<file path="src/rtl/spi_slave_port.sv">
// SPI mode-0 target port: oversamples the master's spi_clk/cs_n/mosi on the local clock,
// shifts W_DATA-bit words MSB first and offers a one-deep transmit holding register.
module spi_slave_port #(
  parameter int W_DATA      = 32,
  parameter int SYNC_STAGES = 2
) (
  input  logic              clk,
  input  logic              rst,
  input  logic              spi_clk,
  input  logic              cs_n,
  input  logic              mosi,
  output logic              miso,
  input  logic [W_DATA-1:0] tx_data,
  input  logic              tx_valid,
  output logic              tx_ready,
  output logic [W_DATA-1:0] rx_data,
  output logic              rx_valid,
  output logic              tx_underrun,
  output logic              busy
);

  localparam int CW = $clog2(W_DATA);

  typedef enum logic [1:0] {IDLE, LOAD, SHIFT} state_t;

  state_t                 state_q, state_d;
  logic [SYNC_STAGES-1:0] sclk_sync_q, sclk_sync_d;
  logic [SYNC_STAGES-1:0] cs_sync_q, cs_sync_d;
  logic [SYNC_STAGES-1:0] mosi_sync_q, mosi_sync_d;
  logic                   sclk_hist_q, sclk_hist_d;
  logic                   cs_hist_q, cs_hist_d;
  logic [W_DATA-1:0]      tx_shift_q, tx_shift_d;
  logic [W_DATA-1:0]      rx_shift_q, rx_shift_d;
  logic [W_DATA-1:0]      rx_data_q, rx_data_d;
  logic [W_DATA-1:0]      hold_q, hold_d;
  logic                   hold_full_q, hold_full_d;
  logic [CW-1:0]          bit_cnt_q, bit_cnt_d;
  logic                   word_done_q, word_done_d;
  logic                   rx_valid_q, rx_valid_d;
  logic                   underrun_q, underrun_d;

  logic sclk_s, cs_s, mosi_s;
  logic sclk_rise, sclk_fall, cs_rise, cs_fall;
  logic consume;

  assign sclk_s    = sclk_sync_q[SYNC_STAGES-1];
  assign cs_s      = cs_sync_q[SYNC_STAGES-1];
  assign mosi_s    = mosi_sync_q[SYNC_STAGES-1];
  assign sclk_rise = sclk_s & ~sclk_hist_q;
  assign sclk_fall = ~sclk_s & sclk_hist_q;
  assign cs_rise   = cs_s & ~cs_hist_q;
  assign cs_fall   = ~cs_s & cs_hist_q;

  always_comb begin
    sclk_sync_d = {sclk_sync_q[SYNC_STAGES-2:0], spi_clk};
    cs_sync_d   = {cs_sync_q[SYNC_STAGES-2:0], cs_n};
    mosi_sync_d = {mosi_sync_q[SYNC_STAGES-2:0], mosi};
    sclk_hist_d = sclk_s;
    cs_hist_d   = cs_s;
  end

  always_comb begin
    state_d     = state_q;
    tx_shift_d  = tx_shift_q;
    rx_shift_d  = rx_shift_q;
    rx_data_d   = rx_data_q;
    hold_d      = hold_q;
    hold_full_d = hold_full_q;
    bit_cnt_d   = bit_cnt_q;
    word_done_d = word_done_q;
    rx_valid_d  = 1'b0;
    underrun_d  = 1'b0;
    consume     = 1'b0;

    case (state_q)
      IDLE: begin
        if (cs_fall) state_d = LOAD;
      end
      LOAD: begin
        consume     = ~cs_rise;
        bit_cnt_d   = '0;
        word_done_d = 1'b0;
        state_d     = SHIFT;
      end
      SHIFT: begin
        if (sclk_rise) begin
          rx_shift_d = {rx_shift_q[W_DATA-2:0], mosi_s};
          if (bit_cnt_q == CW'(W_DATA-1)) begin
            rx_data_d   = rx_shift_d;
            rx_valid_d  = 1'b1;
            bit_cnt_d   = '0;
            word_done_d = 1'b1;
          end else begin
            bit_cnt_d = bit_cnt_q + 1'b1;
          end
        end
        if (sclk_fall) begin
          if (word_done_q) begin
            consume     = ~cs_rise;
            word_done_d = 1'b0;
          end else begin
            tx_shift_d = {tx_shift_q[W_DATA-2:0], 1'b0};
          end
        end
      end
      default: state_d = IDLE;
    endcase

    // An empty holding register at a word start sends zeros and flags the underrun
    if (consume) begin
      if (hold_full_q) begin
        tx_shift_d  = hold_q;
        hold_full_d = 1'b0;
      end else begin
        tx_shift_d = '0;
        underrun_d = 1'b1;
      end
    end

    if (tx_valid && !hold_full_q) begin
      hold_d      = tx_data;
      hold_full_d = 1'b1;
    end

    // Frame end discards any partial word but keeps a coincident completed word
    if (cs_rise) begin
      state_d     = IDLE;
      bit_cnt_d   = '0;
      word_done_d = 1'b0;
    end
  end

  always_ff @(posedge clk or posedge rst) begin
    if (rst) begin
      state_q     <= IDLE;
      sclk_sync_q <= '0;
      cs_sync_q   <= '0;
      mosi_sync_q <= '0;
      sclk_hist_q <= 1'b0;
      cs_hist_q   <= 1'b0;
      tx_shift_q  <= '0;
      rx_shift_q  <= '0;
      rx_data_q   <= '0;
      hold_q      <= '0;
      hold_full_q <= 1'b0;
      bit_cnt_q   <= '0;
      word_done_q <= 1'b0;
      rx_valid_q  <= 1'b0;
      underrun_q  <= 1'b0;
    end else begin
      state_q     <= state_d;
      sclk_sync_q <= sclk_sync_d;
      cs_sync_q   <= cs_sync_d;
      mosi_sync_q <= mosi_sync_d;
      sclk_hist_q <= sclk_hist_d;
      cs_hist_q   <= cs_hist_d;
      tx_shift_q  <= tx_shift_d;
      rx_shift_q  <= rx_shift_d;
      rx_data_q   <= rx_data_d;
      hold_q      <= hold_d;
      hold_full_q <= hold_full_d;
      bit_cnt_q   <= bit_cnt_d;
      word_done_q <= word_done_d;
      rx_valid_q  <= rx_valid_d;
      underrun_q  <= underrun_d;
    end
  end

  assign miso        = (state_q == SHIFT) & tx_shift_q[W_DATA-1];
  assign busy        = (state_q != IDLE);
  assign tx_ready    = ~hold_full_q;
  assign rx_data     = rx_data_q;
  assign rx_valid    = rx_valid_q;
  assign tx_underrun = underrun_q;

endmodule

</file>
<file path="config.mk">
export PLATFORM = sky130hd
export DESIGN_NAME = spi_slave_port
export DESIGN_NICKNAME = d
export VERILOG_FILES = /design/src/rtl/spi_slave_port.sv
export SDC_FILE = /design/constraint.sdc
export NUM_CORES = 1
export LEC_CHECK = 0
export ABC_AREA = 1
export BUFFER_PORTS_ARGS = -buffer_cell sky130_fd_sc_hd__clkbuf_2
export CORE_MARGIN = 1
export CORE_UTILIZATION = 35
export CTS_BUF_LIST = sky130_fd_sc_hd__clkbuf_4
export DETAILED_ROUTE_END_ITERATION = 16
export SKIP_LAST_GASP = 1
export SLEW_MARGIN = 15
export SYNTH_ARGS = -nofsm -noshare
export SYNTH_HDL_FRONTEND = slang
export SYNTH_SLANG_ARGS = --single-unit
</file>
<file path="constraint.sdc">
create_clock -name clk -period 5.55 [get_ports clk]
set_input_delay 0.2775 -clock clk [delete_from_list [all_inputs] [get_ports clk]]
set_output_delay 0.2775 -clock clk [all_outputs]
set_load 0.02 [all_outputs]
</file>
# Word level (Yosys, flattened, before mapping)
# Cells that the tools add are included.
dict set report word_totals {
  output_inout_bits 37
  ff_bits 146
  inputBits 38
}
dict set report op_classes {
  n_eq_ne 7
  n_reduce_logical 13
  bitwise 11
  n_addsub 1
  muxes 28
}
# operator n
set ops {}
lappend ops {{$mux 32} 5}
lappend ops {{$mux 5} 3}
lappend ops {{$mux 1} 14}
lappend ops {{$pmux 5 s2} 1}
lappend ops {{$reduce_bool 2->1} 4}
lappend ops {{$ne 3x3->1 const B} 2}
lappend ops {{$not 1->1} 6}
lappend ops {{$pmux 2 s3} 1}
lappend ops {{$reduce_and 2->1} 3}
lappend ops {{$reduce_and 3->1} 2}
lappend ops {{$add 5x1->5 const B} 1}
lappend ops {{$and 1x1->1} 5}
lappend ops {{$eq 5x5->1 const B} 1}
lappend ops {{$mux 2} 2}
lappend ops {{$pmux 1 s2} 2}
lappend ops {{$reduce_bool 3->1} 1}
lappend ops {{$eq 2x1->1 const B} 1}
lappend ops {{$eq 2x2->1 const B} 1}
lappend ops {{$logic_not 2->1} 1}
lappend ops {{$ne 2x1->1 const B} 1}
lappend ops {{$ne 2x2->1 const B} 1}
lappend ops {{$logic_and 1x1->1} 1}
lappend ops {{$logic_not 1->1} 1}

# Logic depth before layout (Yosys ltp)
dict set report depth {
  depth_word 8
  depth_mapped 10
  ltp_nobuf 10
}

# Worst setup path before layout
# No wires, ideal clock.
dict set report synth_path {
  kind {register to register}
  startpoint {register bit_cnt_q[0]}
  endpoint {register rx_data_q[10] (netlist: rx_data[10])}
  slack_ns 3.968
  period_less_slack_ns 1.582
  required_time_ns 5.473
  setup_time_ns 0.077
  path_stages_with_launch 11
  t_arrival_ns 1.505
  path_cell_list {dfrtp_1 -> ha_1 -> nand2_1 -> nor2_1 -> ha_1 -> nand3_1 -> nor2_1 -> inv_2 -> clkbuf_1 -> nand2_1 -> o21ai_1}
}
dict set report synth_via {
  elab_chain_cells 2
}
# element line_no
set synth_lines {}
lappend synth_lines {{start: declaration} 37} ;# logic [CW-1:0] bit_cnt_q, bit_cnt_d;
lappend synth_lines {{start signal: assignment} 162} ;# bit_cnt_q <= bit_cnt_d;
lappend synth_lines {{$eq 5x5->1} 88} ;# if (bit_cnt_q == CW'(W_DATA-1)) begin
lappend synth_lines {{$reduce_and 3->1 (no source line)} --}
lappend synth_lines {{end signal: assignment} 159} ;# rx_data_q <= rx_data_d;
lappend synth_lines {{end: declaration} 34} ;# logic [W_DATA-1:0] rx_data_q, rx_data_d;
# No other way between the ends.
# A chain may end at the register's enable or synchronous reset.

# Worst setup path after layout
dict set report layout_path {
  startpoint {register state_q[0]}
  endpoint {register tx_shift_q[2]}
}
dict set report layout_via {
  elab_chain_cells 4
}
# element line_no
set layout_lines {}
lappend layout_lines {{start: declaration} 26} ;# state_t state_q, state_d;
lappend layout_lines {{start signal: assignment} 151} ;# state_q <= state_d;
lappend layout_lines {{$eq 2x2->1 or $eq 2x1->1 (tied branches)} 75} ;# case (state_q)
lappend layout_lines {{$pmux 1 s2} 75}
lappend layout_lines {{$ne 2x1->1 (no source line) or $reduce_bool 2->1 (tied branches)} --}
lappend layout_lines {{$reduce_and 3->1 (no source line)} --}
lappend layout_lines {{end signal: assignment} 157} ;# tx_shift_q <= tx_shift_d;
lappend layout_lines {{end: declaration} 32} ;# logic [W_DATA-1:0] tx_shift_q, tx_shift_d;
# Several ways; a longest one is shown, not always the timed one.

==> results by group <==
Layout
  • Layout cells sized above 1: between 15 and 20%
  • Syn-to-layout area delta: 19.3%
  • Final std cells w/o fill: 975
  • Final instance area: about 7100 sq um
  • Layout Nets: 788
  • Final Util: 42.8%
  • Fill cells: roughly 1.6k
  • # diodes: 0
  • Area of the multi-input gates: between 1500 and 2000 sq um
  • Register area: around 3700 sq um

Worst hold path
  • Min-Delay Path Class: input port to flop
  • Cells on Worst Hold Path: 5

Logic synthesis
  • Post-synthesis sequential area ratio: between 60% and 70%
  • Cell count after synthesis: ~650
  • Post-synth net total: 694
  • Synth unique cells: 22
  • Post-synthesis register bit count: between 100 and 150
  • Mean Syn Cell Area: between 9 and 10 sq um
  • Ys Warns: 0
  • Post-Synthesis Cell Area: approximately 6000 sq um

STA
  • Hold Vio Cnt, Final: 0
  • RSZ-0062 raised after global routing: false
  • Fin crit share: about 52%
  • Min cycle time layout: between 2 and 3 ns
  • Setup tns final: 0 ns
  • Worst Tran Pin Value: ~1.1 ns
  • Final setup violation count: 0
  • Clock skew: roughly 0.018 ns
  • Worst setup margin: between 2 and 3 ns
  • Max-slew headroom at the worst pin: roughly 28%
  • Max Freq: 0.344 GHz
  • Pins Over Slew Limit: 0

Place
  • DP Wirelength: around 7000 microns
  • Cell Area, Placed: approximately 6500 sq um
  • Pre-CTS setup slack: 2.19 ns
  • Gpl congestion: between 0.7 and 0.8
  • Port Buf Inserts: 74
  • Inst Count DP: 908

Clocking
  • CTS Buffer Depth: 2
  • H-tree depth: 4
  • PostCTS Resize Cnt: 0
  • # Post-CTS Setup Buffers: 0
  • Clock latency on the worst-skew pair: 0.53 ns
  • CTS tree: yes
  • CTS clk-pin slew, worst paths: roughly 0.11 ns
  • CTS Sinks: approximately 150
  • CTS Buf Count: 17
  • Clk Tree Root Cell: clkbuf_4

Floorplan
  • Num ports: 75
  • Die height: around 130 microns
  • Die footprint: 17500 sq um
  • Initial Util: between 30% and 40%
  • Core Region: 16600 sq um
  • Row count: 47
  • Die width: 132 microns

Critical path
  • Setup CP Type: flop to flop
  • CP Capture Type: flop
  • Critical Path AT: 3.37 ns
  • Crit path launch type: flop
  • CP max FO: 64
  • R2r setup slk: between 2 and 3 ns
  • WP data required: 6.02 ns
  • R2R cell count: 8

Routing
  • WL per Instance: around 12 microns
  • DR iter-0 viols: 254
  • Post-Route WL: 11300 microns
  • Number of routed nets with antenna violations: 0
  • Pre-antenna DRT Iters: 4
  • DRC: 0
  • Vias per inst: approximately 4.6
  • Via count: around 4.5k

Run
  • Max Cap Viol: 0

Power and ir drop
  • P_leak: around 3.5 nW
  • Power Density: 382 nW/um^2
  • Peak supply drop: roughly 260 uV

Global routing
  • Initial antenna violation count: 0
  • Global-route wire length before repair: 19900 microns
  • Vias in the first global route: roughly 4.3k
  • Gr usage total: approximately 14%
  • Global route overflow: 0
  • Largest net degree at the start of global routing: a little over 80

Run status
  • Status: finished clean
[where the power goes]
group          switching, mW  leakage, nW  total [mW]  internal (mW)
Clock                  0.363        0.146       0.670          0.307
Sequential             0.125         1.94        1.40           1.28
Combinational          0.424         1.41       0.638          0.214
Total                  0.913         3.50        2.71           1.80
[stage by stage]
stage                     total power, mW  hold slack [ns]
after floorplan                      1.90            0.309
after global placement               2.04            0.334
after detailed placement             2.05            0.336
after CTS                            2.75            0.211
after global routing                 2.91            0.240
final                                2.71            0.268
[kinds of logic (layout without fill, tap and decap cells)]
family / count (synthesis) / after routing / synth area share (%)
AO/OA/AOI/OAI: 77 / 77 / 6.64
adder cells (fa/ha/maj): 7 / 7 / 1.47
buffers and inverters: 95 / 201 / 6.52
flip-flops: 146 / 146 / 61.4
AND/OR/NAND/NOR: 324 / 324 / 24.0
[sequential cells by signal (all words and copies together) (netlist names)]
register / cells
bit_cnt_q: 5
cs_hist_q: 1
cs_sync_q: 2
hold_full_q: 1
hold_q: 32
mosi_sync_q: 2
rx_data: 32
rx_shift_q: 31
rx_valid: 1
sclk_hist_q: 1
sclk_sync_q: 2
state_q: 2
tx_shift_q: 32
tx_underrun: 1
word_done_q: 1
[cell usage in the layout, fill, tap and decap left out, types with 4 or more instances in the layout]
| master | instances |
|---|---|
| nand3_1 | 92 |
| nand4_1 | 30 |
| clkbuf_2 | 74 |
| dlygate4sd3_1 | 36 |
| ha_1 | 7 |
| clkinv_2 | 4 |
| o21ai_0 | 54 |
| inv_1 | 53 |
| a21oi_1 | 4 |
| o21ai_1 | 16 |
| dfrtp_1 | 146 |
| nand2_1 | 189 |
| clkbuf_4 | 18 |
| nor2_1 | 9 |
[routing by layer]
metal	global-route usage, %	wire length (microns)	up-vias
met5	0	0	-
met4	4.21	119	0
met3	4.27	458	10
met2	22.2	5050	79
met1	18.7	5700	2114
li1	-	-	2315
[synthesized netlist by cell type]
master / n / area [sq um]
ha_1: 7 / 87.6
nand2_1: 189 / 709
o211ai_1: 1 / 7.51
clkbuf_1: 20 / 75.1
nor2_4: 1 / 11.3
dfrtp_1: 146 / 3650
nand4_2: 1 / 12.5
nor2_1: 9 / 33.8
o21ai_0: 54 / 270
a21oi_1: 4 / 20.0
nand2_2: 1 / 6.26
nand3_1: 92 / 460
nand4_1: 30 / 188
inv_1: 54 / 203
inv_2: 3 / 11.3
a31oi_1: 1 / 6.26
buf_4: 1 / 7.51
buf_6: 1 / 11.3
nor2_2: 1 / 6.26
buf_2: 16 / 80.1
o21ai_1: 16 / 80.1
o21bai_2: 1 / 11.3
[worst max-delay path, cell delays in order, from the launching register on]
cell and delay [ns]:
dfrtp_1 0.41, inv_1 0.11, ha_1 0.24, nand3_1 0.14, o21bai_4 0.57, nand2_2 0.78, nor2_1 0.41, nand2_1 0.10
nand2_1 0.07
[final timing paths]
| check | to | from |
|---|---|---|
| setup / recovery | tx_shift_q[2] | state_q[0] |
| hold / removal | hold_q[5] | tx_valid |
| max in group asynchronous | hold_q[22] | rst |
| setup reg to reg | tx_shift_q[2] | state_q[0] |
| min in group asynchronous | rx_data[30] | rst |
| hold reg to reg | sclk_sync_q[1] | sclk_sync_q[0] |
[layout make-up]
class | instances | area share (%)
flip-flops and latches | 146 | 51.4
well taps | 220 | 3.88
clock inverters | 13 | 2.03
clock buffers | 18 | 1.90
inverters | 57 | 3.08
repair buffers | 113 | 10.6
multi-input cells | 408 | 27.1
[timing repair]
item	4_1_cts	5_1_grt
hold endpoints to repair	116	0
endpoints found under the setup margin	0	0
hold buffers	36	0
(Power assumes the default switching activity.)
